==> src/rtl/cart_bus_bridge.sv <==
// CPU/PPU to cartridge mapper bridge.
// Two independent PRG/CHR channels with strobe, timeout and open-bus.
module cart_bus_chan #(
  parameter int          AW             = 16,
  parameter int          TIMEOUT_CYCLES = 4,
  parameter logic [7:0]  OPEN_BUS_RESET = 8'h00
) (
  input  logic          i_clk,
  input  logic          i_rst,
  input  logic          i_req,
  input  logic          i_rw,
  input  logic [AW-1:0] i_addr,
  input  logic [7:0]    i_wdata,
  output logic          o_busy,
  output logic          o_ack,
  output logic [7:0]    o_rdata,
  output logic          o_rd,
  output logic          o_wr,
  output logic [AW-1:0] o_addr,
  output logic [7:0]    o_wdata,
  input  logic          i_en,
  input  logic [7:0]    i_din
);

  typedef enum logic [1:0] {
    S_IDLE,
    S_READ,
    S_WRITE,
    S_ACK
  } state_t;

  localparam logic [3:0] TMO_LAST = 4'(TIMEOUT_CYCLES - 1);

  state_t        r_state;
  state_t        w_state_nxt;
  logic [3:0]    r_cnt;
  logic [3:0]    w_cnt_nxt;
  logic          w_load;
  logic          w_hit;
  logic          w_tmo;
  logic [AW-1:0] r_addr;
  logic [7:0]    r_wdata;
  logic [7:0]    r_rdata;
  logic [7:0]    r_ob;

  always_ff @(posedge i_clk) begin
    if (i_rst) begin
      r_state <= S_IDLE;
      r_cnt   <= '0;
    end else begin
      r_state <= w_state_nxt;
      r_cnt   <= w_cnt_nxt;
    end
  end

  always_comb begin
    w_state_nxt = r_state;
    w_cnt_nxt   = r_cnt;
    w_load      = 1'b0;
    w_hit       = 1'b0;
    w_tmo       = 1'b0;
    unique case (r_state)
      S_IDLE: begin
        w_cnt_nxt = '0;
        if (i_req) begin
          w_load      = 1'b1;
          w_state_nxt = i_rw ? S_READ : S_WRITE;
        end
      end
      S_READ: begin
        // a late data-enable still wins on the timeout edge
        if (i_en) begin
          w_hit       = 1'b1;
          w_state_nxt = S_ACK;
        end else if (r_cnt == TMO_LAST) begin
          w_tmo       = 1'b1;
          w_state_nxt = S_ACK;
        end else begin
          w_cnt_nxt = r_cnt + 4'd1;
        end
      end
      S_WRITE: w_state_nxt = S_ACK;
      S_ACK: begin
        w_cnt_nxt   = '0;
        w_state_nxt = S_IDLE;
      end
      default: w_state_nxt = S_IDLE;
    endcase
  end

  always_ff @(posedge i_clk) begin
    if (i_rst) begin
      r_addr  <= '0;
      r_wdata <= '0;
      r_rdata <= '0;
      r_ob    <= OPEN_BUS_RESET;
    end else begin
      if (w_load) begin
        r_addr  <= i_addr;
        r_wdata <= i_wdata;
      end
      if (w_hit) begin
        r_rdata <= i_din;
        r_ob    <= i_din;
      end else if (w_tmo) begin
        r_rdata <= r_ob;
      end
    end
  end

  assign o_busy  = (r_state != S_IDLE);
  assign o_ack   = (r_state == S_ACK);
  assign o_rd    = (r_state == S_READ);
  assign o_wr    = (r_state == S_WRITE);
  assign o_addr  = r_addr;
  assign o_wdata = r_wdata;
  assign o_rdata = r_rdata;

endmodule

module cart_bus_bridge #(
  parameter int         TIMEOUT_CYCLES = 4,
  parameter logic [7:0] OPEN_BUS_RESET = 8'h00
) (
  input  logic        cart_clk_in,
  input  logic        cart_reset_in,
  input  logic        cpu_req_in,
  input  logic        cpu_rw_in,
  input  logic [15:0] cpu_address_in,
  input  logic [7:0]  cpu_data_in,
  output logic        cpu_busy_out,
  output logic        cpu_ack_out,
  output logic [7:0]  cpu_data_out,
  input  logic        ppu_req_in,
  input  logic        ppu_rw_in,
  input  logic [13:0] ppu_address_in,
  input  logic [7:0]  ppu_data_in,
  output logic        ppu_busy_out,
  output logic        ppu_ack_out,
  output logic [7:0]  ppu_data_out,
  output logic        prg_read_out,
  output logic        prg_write_out,
  output logic [15:0] prg_address_out,
  output logic [7:0]  prg_wdata_out,
  input  logic        prg_data_en_in,
  input  logic [7:0]  prg_data_in,
  output logic        chr_read_out,
  output logic        chr_write_out,
  output logic [13:0] chr_address_out,
  output logic [7:0]  chr_wdata_out,
  input  logic        chr_data_en_in,
  input  logic [7:0]  chr_data_in
);

  cart_bus_chan #(
    .AW             (16),
    .TIMEOUT_CYCLES (TIMEOUT_CYCLES),
    .OPEN_BUS_RESET (OPEN_BUS_RESET)
  ) u_prg (
    .i_clk   (cart_clk_in),
    .i_rst   (cart_reset_in),
    .i_req   (cpu_req_in),
    .i_rw    (cpu_rw_in),
    .i_addr  (cpu_address_in),
    .i_wdata (cpu_data_in),
    .o_busy  (cpu_busy_out),
    .o_ack   (cpu_ack_out),
    .o_rdata (cpu_data_out),
    .o_rd    (prg_read_out),
    .o_wr    (prg_write_out),
    .o_addr  (prg_address_out),
    .o_wdata (prg_wdata_out),
    .i_en    (prg_data_en_in),
    .i_din   (prg_data_in)
  );

  cart_bus_chan #(
    .AW             (14),
    .TIMEOUT_CYCLES (TIMEOUT_CYCLES),
    .OPEN_BUS_RESET (OPEN_BUS_RESET)
  ) u_chr (
    .i_clk   (cart_clk_in),
    .i_rst   (cart_reset_in),
    .i_req   (ppu_req_in),
    .i_rw    (ppu_rw_in),
    .i_addr  (ppu_address_in),
    .i_wdata (ppu_data_in),
    .o_busy  (ppu_busy_out),
    .o_ack   (ppu_ack_out),
    .o_rdata (ppu_data_out),
    .o_rd    (chr_read_out),
    .o_wr    (chr_write_out),
    .o_addr  (chr_address_out),
    .o_wdata (chr_wdata_out),
    .i_en    (chr_data_en_in),
    .i_din   (chr_data_in)
  );

endmodule
==> config.mk <==
export PLATFORM = sky130hd
export DESIGN_NAME = cart_bus_bridge
export DESIGN_NICKNAME = d
export VERILOG_FILES = /design/src/rtl/cart_bus_bridge.sv
export SDC_FILE = /design/constraint.sdc
export NUM_CORES = 1
export LEC_CHECK = 0
export ABC_AREA = 1
export CORE_AREA = 2 2 92 94
export CTS_CLUSTER_DIAMETER = 40
export CTS_CLUSTER_SIZE = 10
export DETAILED_ROUTE_END_ITERATION = 8
export DIE_AREA = 0 0 94 96
export PLACE_DENSITY_LB_ADDON = 0.15
export SLEW_MARGIN = 25
export SYNTH_ARGS = -nofsm -noshare
export SYNTH_HDL_FRONTEND = slang
export SYNTH_SLANG_ARGS = --single-unit
==> constraint.sdc <==
create_clock -name cart_clk_in -period 2.2 [get_ports cart_clk_in]
set_input_delay 0.44 -clock cart_clk_in [delete_from_list [all_inputs] [get_ports cart_clk_in]]
set_output_delay 0.44 -clock cart_clk_in [all_outputs]
set_load 0.02 [all_outputs]
==> results_dict.tcl <==
set metrics [dict create \
    antennaDiodeCount 0 \
    cp-end-kind "primary output" \
    max_cap_violations 0 \
    status "finished, final reports clean" \
    antenna_found_initial 0 \
    syn_area_um2 3682 \
    wl_met3_um 669 \
    avgSynthCellArea_um2 7.263 \
    grt_pass1_wl_mm 14.24 \
    dr_total_vias 3558 \
    yosysTopAreaCell "dfxtp_1" \
    synth_cell_types 21 \
    wirelength_met1_mm 3.883 \
    portBuffers 139 \
    powerDensity_nw_per_um2 1298 \
    post_cts_buffers 0 \
    place_inst 737 \
    fin_ws_ns 0.07989 \
    ys_seq_area_frac 0.4893 \
    yosys_register_bits 90 \
    syn-num-nets 589 \
    yosysMostFrequentCell "nor2_1" \
    routedWlPerCell_um 11.71 \
    swShare 0.3947 \
    grt_max_degree 27 \
    die_y_um 96 \
    combPwrFrac 0.478 \
    syn_inst 507 \
    nNetsFinal 725 \
    dp_hpwl_mm 6.502 \
    path_class "reg -> out" \
    pwr-share-seq 0.338 \
    cpMaxStageDelayCell "clkdlybuf4s50_1" \
    syn2layout_area_growth_pct 46.45 \
    vias_per_cell 4.725 \
    antenna_left 0 \
    pre_cts_slack_ns 0.3647 \
    final_util 0.6698 \
    p_clk_frac 0.184 \
    leakage_nw 2.344 \
    worstMarginPinSlew_ns 0.4142 \
    synthTopCellsByArea "dfxtp_1 49%, nor2_1 16%, nand2_1 8.9%" \
    synthTopCellsByCount "158 x nor2_1, 90 x dfxtp_1, 87 x nand2_1" \
    fin_crit_sh 0.9637 \
    startpoint_type "register" \
    core_um2 8051 \
    insertion_delay_ns 0.36 \
    fin_cells 753 \
    path_cells "inv_1, ha_1, clkdlybuf4s50_1" \
    rows 33 \
    max_slew_margin 0.7235 \
    cts_made_buffers 9 \
    peakVddDrop_uv 612.7 \
    report.final.setup_viol 0 \
    top_layer_used "met4" \
    routed_wl_mm 8.821 \
    track_usage 0.1989 \
    cts_tree "built" \
    grt_pass1_vias 3196 \
    r2r_slack_ns 0.58 \
    final.setup_skew_ns 0.009820 \
    ys.flop_type "dfxtp_1" \
    die_area_um2 9024 \
    io-pin-count 140 \
    drc_errors 0 \
    overflow 0 \
    cp_max_fo 4 \
    path_clk_slew_ns 0.09 \
    synth_top_cell_area_share 0.4893 \
    finalHoldViolCount 0 \
    initial_utilization 0.4573 \
    hp-class "reg -> reg" \
    max_freq_ghz 0.4717 \
    power.internal_mw 4.238 \
    period_needed_ns 2.120 \
    async_flop_share 0 \
    h-tree-depth 3 \
    dr_wl_met2_mm 4.085 \
    cp_data_arrival_time_ns 1.68 \
    power.switching_mw 2.764 \
    worst_ep_required_time_ns 1.76 \
    clock_path_buffers 2 \
    cts.sinks 90 \
    finalSetupTns_ns 0 \
    synth_edf_count 0 \
    dr.first_iter.drc_count 85 \
    firstDrtPassIters 4 \
    root_buffer "clkbuf_8" \
    fp.dieW_um 94 \
    place_congestion 0.7800 \
    synth.yosys.warnings 0 \
    drv_slew 0 \
    cp_slowest_stage_delay_ns 0.63 \
    rsz0062_at_grt "no" \
    post_route_cells_drive_above_1_share 0.05556 \
]
==> worst max-delay path, delay by kind of cell, from the launching register on <==
| kind | cells | cell delay, ns |
|---|---|---|
| fa+ha+maj | 1 | 0.24 |
| buf+inv | 2 | 0.74 |
| flops | 1 | 0.35 |
==> power by group through the flow <==
stage / Clock, mW / Combinational, mW / Sequential (mW)
5_1_grt: 1.38 / 3.76 / 2.43
4_1_cts: 1.32 / 3.38 / 2.37
2_1_floorplan: 0 / 1.74 / 2.78
3_5_place_dp: 0 / 3.37 / 2.41
3_3_place_gp: 0 / 3.28 / 2.39
6_report: 1.29 / 3.34 / 2.37
==> state kept, by name, indices dropped and copies added, names as in the netlist <==
register / cells
u_chr.o_addr: 14
u_chr.o_rdata: 8
u_chr.o_wdata: 8
u_chr.r_cnt: 4
u_chr.r_ob: 8
u_chr.r_state: 2
u_prg.o_addr: 16
u_prg.o_rdata: 8
u_prg.o_wdata: 8
u_prg.r_cnt: 4
u_prg.r_ob: 8
u_prg.r_state: 2
==> through the flow <==
step / power, mW / instance area, um2 / hold WS [ns]
final: 7.002 / 5393 / 0.4864
after CTS: 7.075 / 5388 / 0.4909
after floorplan: 4.521 / 3682 / 0.5025
after global placement: 5.666 / 5157 / 0.4625
after global routing: 7.569 / 5393 / 0.5104
after detailed placement: 5.781 / 5157 / 0.4692
==> cell usage in the layout, fill, tap and decap left out, types with 2 or more instances in the layout <==
cell / n
dlymetal6s2s_1: 2
ha_1: 12
bufinv_16: 2
inv_6: 4
nor2_2: 2
nand3_1: 6
nand4_1: 4
clkbuf_8: 9
a21oi_1: 8
nand2_4: 2
o21ai_0: 48
dfxtp_1: 90
nand3b_1: 3
nor2_1: 158
buf_4: 9
or2_2: 2
o21ai_1: 16
inv_1: 40
nand2_1: 87
nand3_2: 3
clkdlybuf4s50_1: 137
==> metal layers <==
layer	GRT usage	vias up
met4	0.08816	0
met1	0.2353	1592
met5	0	-
met3	0.04307	18
met2	0.3476	109
li1	-	1839
==> worst paths after layout <==
| check | cells after the start | startpoint | endpoint |
|---|---|---|---|
| max | 3 | u_prg.r_state[1] | prg_read_out |
| min | 2 | u_prg.o_rdata[3] | u_prg.o_rdata[3] |
| max reg2reg | 7 | u_prg.r_state[0] | u_prg.o_addr[4] |
| min reg2reg | 2 | u_prg.o_rdata[3] | u_prg.o_rdata[3] |
==> cell families after synthesis <==
| family | count (synthesis) | share of synthesized area |
|---|---|---|
| AOI/OAI and AO/OA | 72 | 0.09786 |
| DFF | 90 | 0.4893 |
| and+or+nand+nor | 268 | 0.2936 |
| adders and majority gates | 12 | 0.04077 |
| buffers and inverters | 65 | 0.07849 |
==> cell type report <==
cell class,count,area [um2]
clock buffers,9,123.9
clock inverters,7,106.4
fillers,707,2659
inverters,41,153.9
multi-input cells,352,1592
flip-flops and latches,90,1802
well taps,105,131.4
repair buffers,149,1484
==> repair_timing <==
item	4_1_cts	5_1_grt
hold buffers	0	0
gates resized for setup	0	2
endpoints found under the setup margin	0	2
Note: power is estimated with default switching activity, not from simulation.
